[src/rtl/adder_result_reader.sv]
// Shadow-captures the segmented adder result and streams it out LSB word first.
// Optional macro ADDER_READER_CARRY_WORD_EN packs carry_in above the sum MSB.
`timescale 1ns/1ps
module adder_result_reader #(
   parameter int WIDTH  = 381,
   parameter int WORD   = 32,
`ifdef ADDER_READER_CARRY_WORD_EN
   parameter int PW     = WIDTH + 1,
`else
   parameter int PW     = WIDTH,
`endif
   parameter int NWORDS = (PW + WORD - 1) / WORD,
   parameter int IW     = (NWORDS > 1) ? $clog2(NWORDS) : 1
)(
   input  logic             clk,
   input  logic             reset,
   input  logic             sum_valid,
   input  logic [WIDTH-1:0] sum_in,
   input  logic             carry_in,
   output logic             sum_ack,
   output logic [WORD-1:0]  out_data,
   output logic             out_valid,
   input  logic             out_ready,
   output logic [IW-1:0]    out_index,
   output logic             out_last,
   output logic             busy
);

   localparam int TW = NWORDS * WORD;
   localparam logic [IW-1:0] LAST = IW'(NWORDS - 1);

   typedef enum logic [1:0] {
      S_IDLE  = 2'd0,
      S_SEND  = 2'd1,
      S_REARM = 2'd2
   } state_t;

   state_t          r_state;
   logic [TW-1:0]   r_shadow;
   logic [IW-1:0]   r_index;
   logic [WORD-1:0] r_data;
   logic            r_valid;
   logic            r_last;
   logic            r_ack;
   logic            r_busy;

   logic [TW-1:0]   w_packed;
   logic [IW-1:0]   w_next;

   always_comb begin
      w_packed = '0;
      w_packed[WIDTH-1:0] = sum_in;
`ifdef ADDER_READER_CARRY_WORD_EN
      w_packed[WIDTH] = carry_in;
`endif
   end

`ifndef ADDER_READER_CARRY_WORD_EN
   logic w_unused_carry;
   assign w_unused_carry = carry_in;
`endif

   assign w_next = r_index + 1'b1;

   always_ff @(posedge clk or posedge reset) begin
      if (reset) begin
         r_state  <= S_IDLE;
         r_shadow <= '0;
         r_index  <= '0;
         r_data   <= '0;
         r_valid  <= 1'b0;
         r_last   <= 1'b0;
         r_ack    <= 1'b0;
         r_busy   <= 1'b0;
      end else begin
         r_ack <= 1'b0;
         case (r_state)
            S_IDLE: begin
               if (sum_valid) begin
                  r_shadow <= w_packed;
                  r_index  <= '0;
                  r_data   <= w_packed[WORD-1:0];
                  r_valid  <= 1'b1;
                  r_last   <= (NWORDS == 1);
                  r_ack    <= 1'b1;
                  r_busy   <= 1'b1;
                  r_state  <= S_SEND;
               end
            end
            S_SEND: begin
               if (out_ready) begin
                  if (r_index == LAST) begin
                     r_valid <= 1'b0;
                     r_last  <= 1'b0;
                     r_state <= S_REARM;
                  end else begin
                     r_index <= w_next;
                     r_data  <= r_shadow[w_next*WORD +: WORD];
                     r_last  <= (w_next == LAST);
                  end
               end
            end
            // done is sticky upstream; wait for it to drop before rearming
            S_REARM: begin
               if (!sum_valid) begin
                  r_busy  <= 1'b0;
                  r_state <= S_IDLE;
               end
            end
            default: begin
               r_index <= '0;
               r_valid <= 1'b0;
               r_last  <= 1'b0;
               r_busy  <= 1'b0;
               r_state <= S_IDLE;
            end
         endcase
      end
   end

   assign sum_ack   = r_ack;
   assign out_data  = r_data;
   assign out_valid = r_valid;
   assign out_index = r_index;
   assign out_last  = r_last;
   assign busy      = r_busy;

endmodule

[config.mk]
export PLATFORM = sky130hd
export DESIGN_NAME = adder_result_reader
export DESIGN_NICKNAME = d
export VERILOG_FILES = /design/src/rtl/adder_result_reader.sv
export SDC_FILE = /design/constraint.sdc
export NUM_CORES = 1
export LEC_CHECK = 0
export ABC_AREA = 1
export CAP_MARGIN = 20
export CORE_ASPECT_RATIO = 1.5
export CORE_UTILIZATION = 39
export DETAILED_ROUTE_END_ITERATION = 6
export GPL_ROUTABILITY_DRIVEN = 1
export PLACE_DENSITY_LB_ADDON = 0.05
export SKIP_LAST_GASP = 1
export SLEW_MARGIN = 30
export SYNTH_ARGS = -nofsm -noshare
export SYNTH_HDL_FRONTEND = slang
export SYNTH_SLANG_ARGS = --single-unit
[constraint.sdc]
create_clock -name clk -period 16.3 [get_ports clk]
set_input_delay 3.26 -clock clk [delete_from_list [all_inputs] [get_ports clk]]
set_output_delay 3.26 -clock clk [all_outputs]
set_load 0.01 [all_outputs]
# Word level (Yosys, flattened, before mapping)
# Index checks and enable logic that the tools add are counted.
# word_totals
ff_bits,423
inputBits,386
out_inout_bits,40
# op_classes
add_sub_neg,1
n_eq_ne,9
n_shift,1
muxes,25
n_bitwise,2
n_reduce_logical,9
# op_table
cell,n
384-bit by 10-bit indexed part select with 32-bit output,1
32-bit 2-to-1 mux,3
32-bit one-hot mux with 2 select lines,1
4-bit AND reduction,4
4-bit 2-to-1 mux,3
4-bit one-hot mux with 3 select lines,1
2-bit inequality test (second input constant),5
1-bit 2-to-1 mux,9
1-bit one-hot mux with 3 select lines,3
4-bit == test (second input constant),2
2-bit 2-to-1 mux,4
2-bit one-hot mux with 3 select lines,1
3-bit AND reduction,2
4-bit by 1-bit adder with 4-bit output (second input constant),1
2-bit by 1-bit == test with 1-bit output (second input constant),1
2-bit == test (second input constant),1
2-bit zero test,1
1-bit inverter,2
2-bit AND reduction,1
2-bit nonzero test,1

# Logic depth before layout (Yosys ltp)
# depth
word_depth,5
mapped_depth,16
mapped_depth_nobuf,11

# Worst setup path after synthesis
# No wires, ideal clock.
# synth_path
path_kind,input -> register
startpoint,in sum_valid
endpoint,reg r_shadow[175]
setup_time_ns,0.130
arrival_time_ns,4.110
t_required_ns,16.170
path_slack_ns,12.060
cell_stages,6
n_path_buf,3
cell_sequence,nand2_1 -> inv_1 -> buf_2 -> buf_2 -> clkbuf_1 -> o21ai_0
# synth_between
elab_chain_len,1
# synth_lines
item,line_no,rtl
from (decl),17,"input logic sum_valid,"
2-bit AND reduction (no line),--,
to (signal assigned),80,r_shadow <= w_packed;
to (decl),39,logic [TW-1:0] r_shadow;
# Every way passes these cells.
# A chain may end at the register's enable or synchronous reset.

# Worst setup path in the final report
# layout_path
startpoint,in sum_valid
endpoint,reg r_shadow[358]
# Same word-level chain as after synthesis.

==> impl_results.rst <==
.. list-table::
   :header-rows: 1

   * - Metric
     - Value
   * - Status
     - finished, final reports clean
   * - PwrDens
     - 205 nW/um2
   * - Die H
     - 281 um
   * - Minimum hold slack
     - between 0.4 and 0.5 ns
   * - Critical Path, Cell by Cell
     - clkdlybuf4s50_1 > nand2_4 > clkinv_8 > buf_4 > buf_4 > o21ai_0
   * - Number of nets with antenna violations after routing
     - 0
   * - Share of the synthesized area in compound gates (AO/OA/AOI/OAI)
     - 0.0963
   * - Total congestion overflow after global routing
     - 0
   * - Net count reported at finish
     - 3443
   * - Setup Fix Bufs, Post-CTS
     - 0
   * - Initial Util
     - 0.398
   * - Data arrival time of the critical path
     - 6.46 ns
   * - Number of warnings printed during yosys synthesis
     - 0
   * - CP dominant cell by count
     - sky130_fd_sc_hd__buf_4
   * - Max IR drop VDD
     - 0.0000939 V
   * - CP required
     - 16.68 ns
   * - Transition time at the pin with the least slew margin
     - 0.985 ns
   * - First-pass GRT wire length
     - 99000 um
   * - First-pass detailed-route iteration total
     - 5
   * - Count of flip-flops with a built-in enable after synthesis
     - 0
   * - Final clock period utilization by the worst path
     - 0.373
   * - Max Freq
     - 164 MHz
   * - Vias per inst
     - 4.81
   * - Final hold vios
     - 0
   * - Quantity of I/O buffers inserted on ports
     - 424
   * - Arithmetic-cell share of the synthesized area counting full adders, half adders and majority gates
     - 0.00124
   * - Number of antenna violations at the first check in global routing
     - 6
   * - Net count of the mapped netlist
     - 3122
   * - Crit path max-delay cell type
     - sky130_fd_sc_hd__buf_4
   * - Number of library cell types mapped by synthesis
     - 23
   * - Biggest cell delay along the critical path
     - 0.81 ns
   * - Unrepaired setup endpoints after global routing
     - false
   * - Mean Syn Cell Area
     - around 7.4 um2
   * - Fraction of synthesized area in multiplexers
     - 0
   * - Prevailing post-synth register cell
     - sky130_fd_sc_hd__dfrtp_1
   * - Number of clock sinks seen by CTS
     - 423
   * - Final routed DRC violation total
     - 0
   * - H-tree depth
     - 2
   * - Type of element capturing the critical path
     - flop
   * - Largest fanout of any net on the critical path
     - 195
   * - Dominant combinational cell family by area after synthesis
     - simple AND/OR/NAND/NOR gates
   * - Cell type contributing the most total cell area after synthesis
     - sky130_fd_sc_hd__dfrtp_1
   * - Worst-case clock buffer depth
     - 3
   * - Number of non-filler instances in the completed layout
     - 3759
   * - Clock-pin slew reported for the worst setup and hold paths after clock tree synthesis
     - ~0.060 ns
   * - Top area cells in the synthesized netlist
     - sky130_fd_sc_hd__dfrtp_1 (52%), sky130_fd_sc_hd__nand2_1 (21%), sky130_fd_sc_hd__o21ai_0 (7.6%)
   * - Cell Count Post-Placement
     - 3676
   * - Gate count of the mapped netlist
     - 2734
   * - Number of DRC markers in iteration 0
     - about 1100
   * - Number of synthesized register bits
     - 423
   * - Async S/R FF share, synth
     - 1.00
   * - Most instantiated cells after synthesis
     - sky130_fd_sc_hd__nand2_1 (1109), sky130_fd_sc_hd__dfrtp_1 (423), sky130_fd_sc_hd__o21ai_0 (307), sky130_fd_sc_hd__inv_1 (286), sky130_fd_sc_hd__nand3_1 (192)
   * - Area fraction in and, or, nand and nor cells after synthesis
     - 0.286
   * - Maximum number of pins on one net before global-route repair
     - 196
   * - Total negative setup slack
     - 0 ns
   * - CTS tree
     - built
   * - Number of cell rows
     - approximately 100
   * - Minimum clock period after layout
     - 6.09 ns
   * - Most common cell in the synthesized netlist
     - sky130_fd_sc_hd__nand2_1
   * - Final number of max-transition violations
     - 0
   * - DP Wirelength
     - roughly 44000 um
   * - XOR/XNOR Fraction of Synth Area
     - 0.000865
   * - Total power of the final layout
     - roughly 5.4 mW
   * - Number of buffers added to fix hold violations after cts
     - 0
   * - Clk root buf
     - sky130_fd_sc_hd__clkbuf_16
   * - Worst Setup Path Type
     - input pin to flop
   * - DIE WIDTH
     - approximately 190 um
   * - Number of top-level design ports
     - 426
   * - Detailed Route WL
     - 63500 um
   * - Post-synthesis instance area
     - 20200 um2
   * - Kind of launch point of the worst setup path
     - input pin
   * - Worst slew margin
     - 0.344
   * - Portion of synthesized cell area occupied by the leading cell type
     - 0.523
   * - Share of layout cells above drive strength 1
     - 0.0344
   * - Number of maximum-capacitance constraint violations
     - 0
   * - Core area
     - 50900 um2
   * - Fillcell total
     - 5027
   * - Portion of the post-synthesis area used by sequential elements
     - 0.523
   * - Quantity of gates resized following cts
     - 0
   * - Clock insertion delay at the later pin of the skew report
     - between 0.5 and 0.6 ns
   * - Total Routing Usage GR
     - 0.239
   * - Number of clock buffers inserted by TritonCTS
     - 44
   * - Via count of the first global-routing pass
     - 17600
   * - Die area
     - 52800 um2
   * - Area Growth Syn to Fin
     - 30.1%
   * - Leak pwr
     - 12.6 nW
   * - Setup clock skew after layout
     - 0.0157 ns
   * - Final setup violation count
     - 0
   * - Vias
     - 18100
   * - Hold Path Class
     - flop to flop
   * - RePlAce Congestion
     - 0.874
   * - Average routed wire per standard cell
     - 16.9 um
## power breakdown
group          internal [mW]  leakage [nW]  switching, mW
clock network          0.581         0.694          0.417
logic                  0.920          6.73           1.70
registers               1.57          5.18          0.205
total                   3.07          12.6           2.32
## sequential cells by signal, summed over array words and instances (netlist names)
register	flops
r_shadow	381
r_state	2
out_index	4
out_data	32
busy	1
out_valid	1
out_last	1
sum_ack	1
## critical path, delay by kind of cell
| family | cells | cell delay [ns] |
|---|---|---|
| AND/OR/NAND/NOR | 1 | 0.26 |
| AO/OA/AOI/OAI | 1 | 0.21 |
| buffers and inverters | 4 | 2.63 |
## cells by family (layout without fill, tap and decap cells)
logic type / Yosys count / in the layout
simple gates: 1467 / 1467
buf+inv: 467 / 817
flops: 423 / 423
compound gates: 373 / 373
fa+ha+maj: 2 / 2
xor+xnor: 2 / 2
other cells: 0 / 6
## layer usage
metal  part of all wire  global-route usage  up-vias
met2               0.47               0.379      506
met1               0.45               0.340     8426
met5                  0                   0        -
met4              0.023              0.0792        0
li1                   -                   -     9086
met3              0.057              0.0283       72
## final cells by class
type,instances,area (um2),share of cell area
multi-input combinational,1844,7840,0.298
inverter,290,1110,0.0423
sequential,423,10600,0.402
tap,669,837,0.0318
clock inverter,10,103,0.00389
timing repair buffer,452,4550,0.173
antenna,6,15.0,0.000570
clock buffer,65,1300,0.0494
## layout by cell type, fill, tap and decap left out
cell type	synthesis	final
sky130_fd_sc_hd__dfrtp_1	423	422
sky130_fd_sc_hd__inv_1	286	284
sky130_fd_sc_hd__clkbuf_16	0	45
sky130_fd_sc_hd__clkbuf_8	0	10
sky130_fd_sc_hd__inv_4	0	1
sky130_fd_sc_hd__or2_1	2	2
sky130_fd_sc_hd__xor2_4	0	1
sky130_fd_sc_hd__dfrtp_4	0	1
sky130_fd_sc_hd__nor3_1	32	32
sky130_fd_sc_hd__nor2_1	130	129
sky130_fd_sc_hd__o21ai_0	307	307
sky130_fd_sc_hd__o211ai_1	32	32
sky130_fd_sc_hd__clkdlybuf4s50_1	0	424
sky130_fd_sc_hd__xnor2_2	0	1
sky130_fd_sc_hd__clkinv_8	0	1
sky130_fd_sc_hd__buf_6	4	3
sky130_fd_sc_hd__nor2_4	0	1
sky130_fd_sc_hd__ha_4	0	1
sky130_fd_sc_hd__buf_12	0	1
sky130_fd_sc_hd__bufinv_16	0	2
sky130_fd_sc_hd__o22ai_1	2	2
sky130_fd_sc_hd__nand3_1	192	192
sky130_fd_sc_hd__a21oi_1	32	32
sky130_fd_sc_hd__inv_8	0	1
sky130_fd_sc_hd__buf_8	0	1
sky130_fd_sc_hd__nand4_1	1	1
sky130_fd_sc_hd__nand2_1	1109	1108
sky130_fd_sc_hd__buf_4	1	20
sky130_fd_sc_hd__inv_2	3	1
sky130_fd_sc_hd__buf_16	0	3
sky130_fd_sc_hd__clkinv_2	1	9
sky130_fd_sc_hd__nand2_4	0	1
sky130_fd_sc_hd__diode_2	0	6
sky130_fd_sc_hd__clkinvlp_4	0	1
sky130_fd_sc_hd__nor2_2	1	1
sky130_fd_sc_hd__ha_1	2	1
sky130_fd_sc_hd__clkbuf_1	93	10
## stage by stage
stage / cell area [um2] / utilization / setup slack (ns)
after CTS: 26300 / 0.516 / 9.94
final: 26300 / 0.517 / 10.21
after floorplan: 20200 / - / 1.26
after global placement: 24800 / 0.487 / 9.25
after global routing: 26300 / 0.517 / 9.72
after detailed placement: 24900 / 0.488 / 9.36
## worst paths after layout
check                              start       endpoint  slack (ns)  cells after the start
max                            sum_valid  r_shadow[358]       10.21                      6
min                        r_shadow[149]  r_shadow[149]        0.48                      2
max reg2reg                 out_index[0]    out_data[3]       12.47                     11
min reg2reg                r_shadow[149]  r_shadow[149]        0.48                      2
max in group asynchronous          reset  r_shadow[353]       10.22                      6
min in group asynchronous          reset  r_shadow[273]        3.06                      2
No activity file was read; power rests on OpenSTA's default activity.
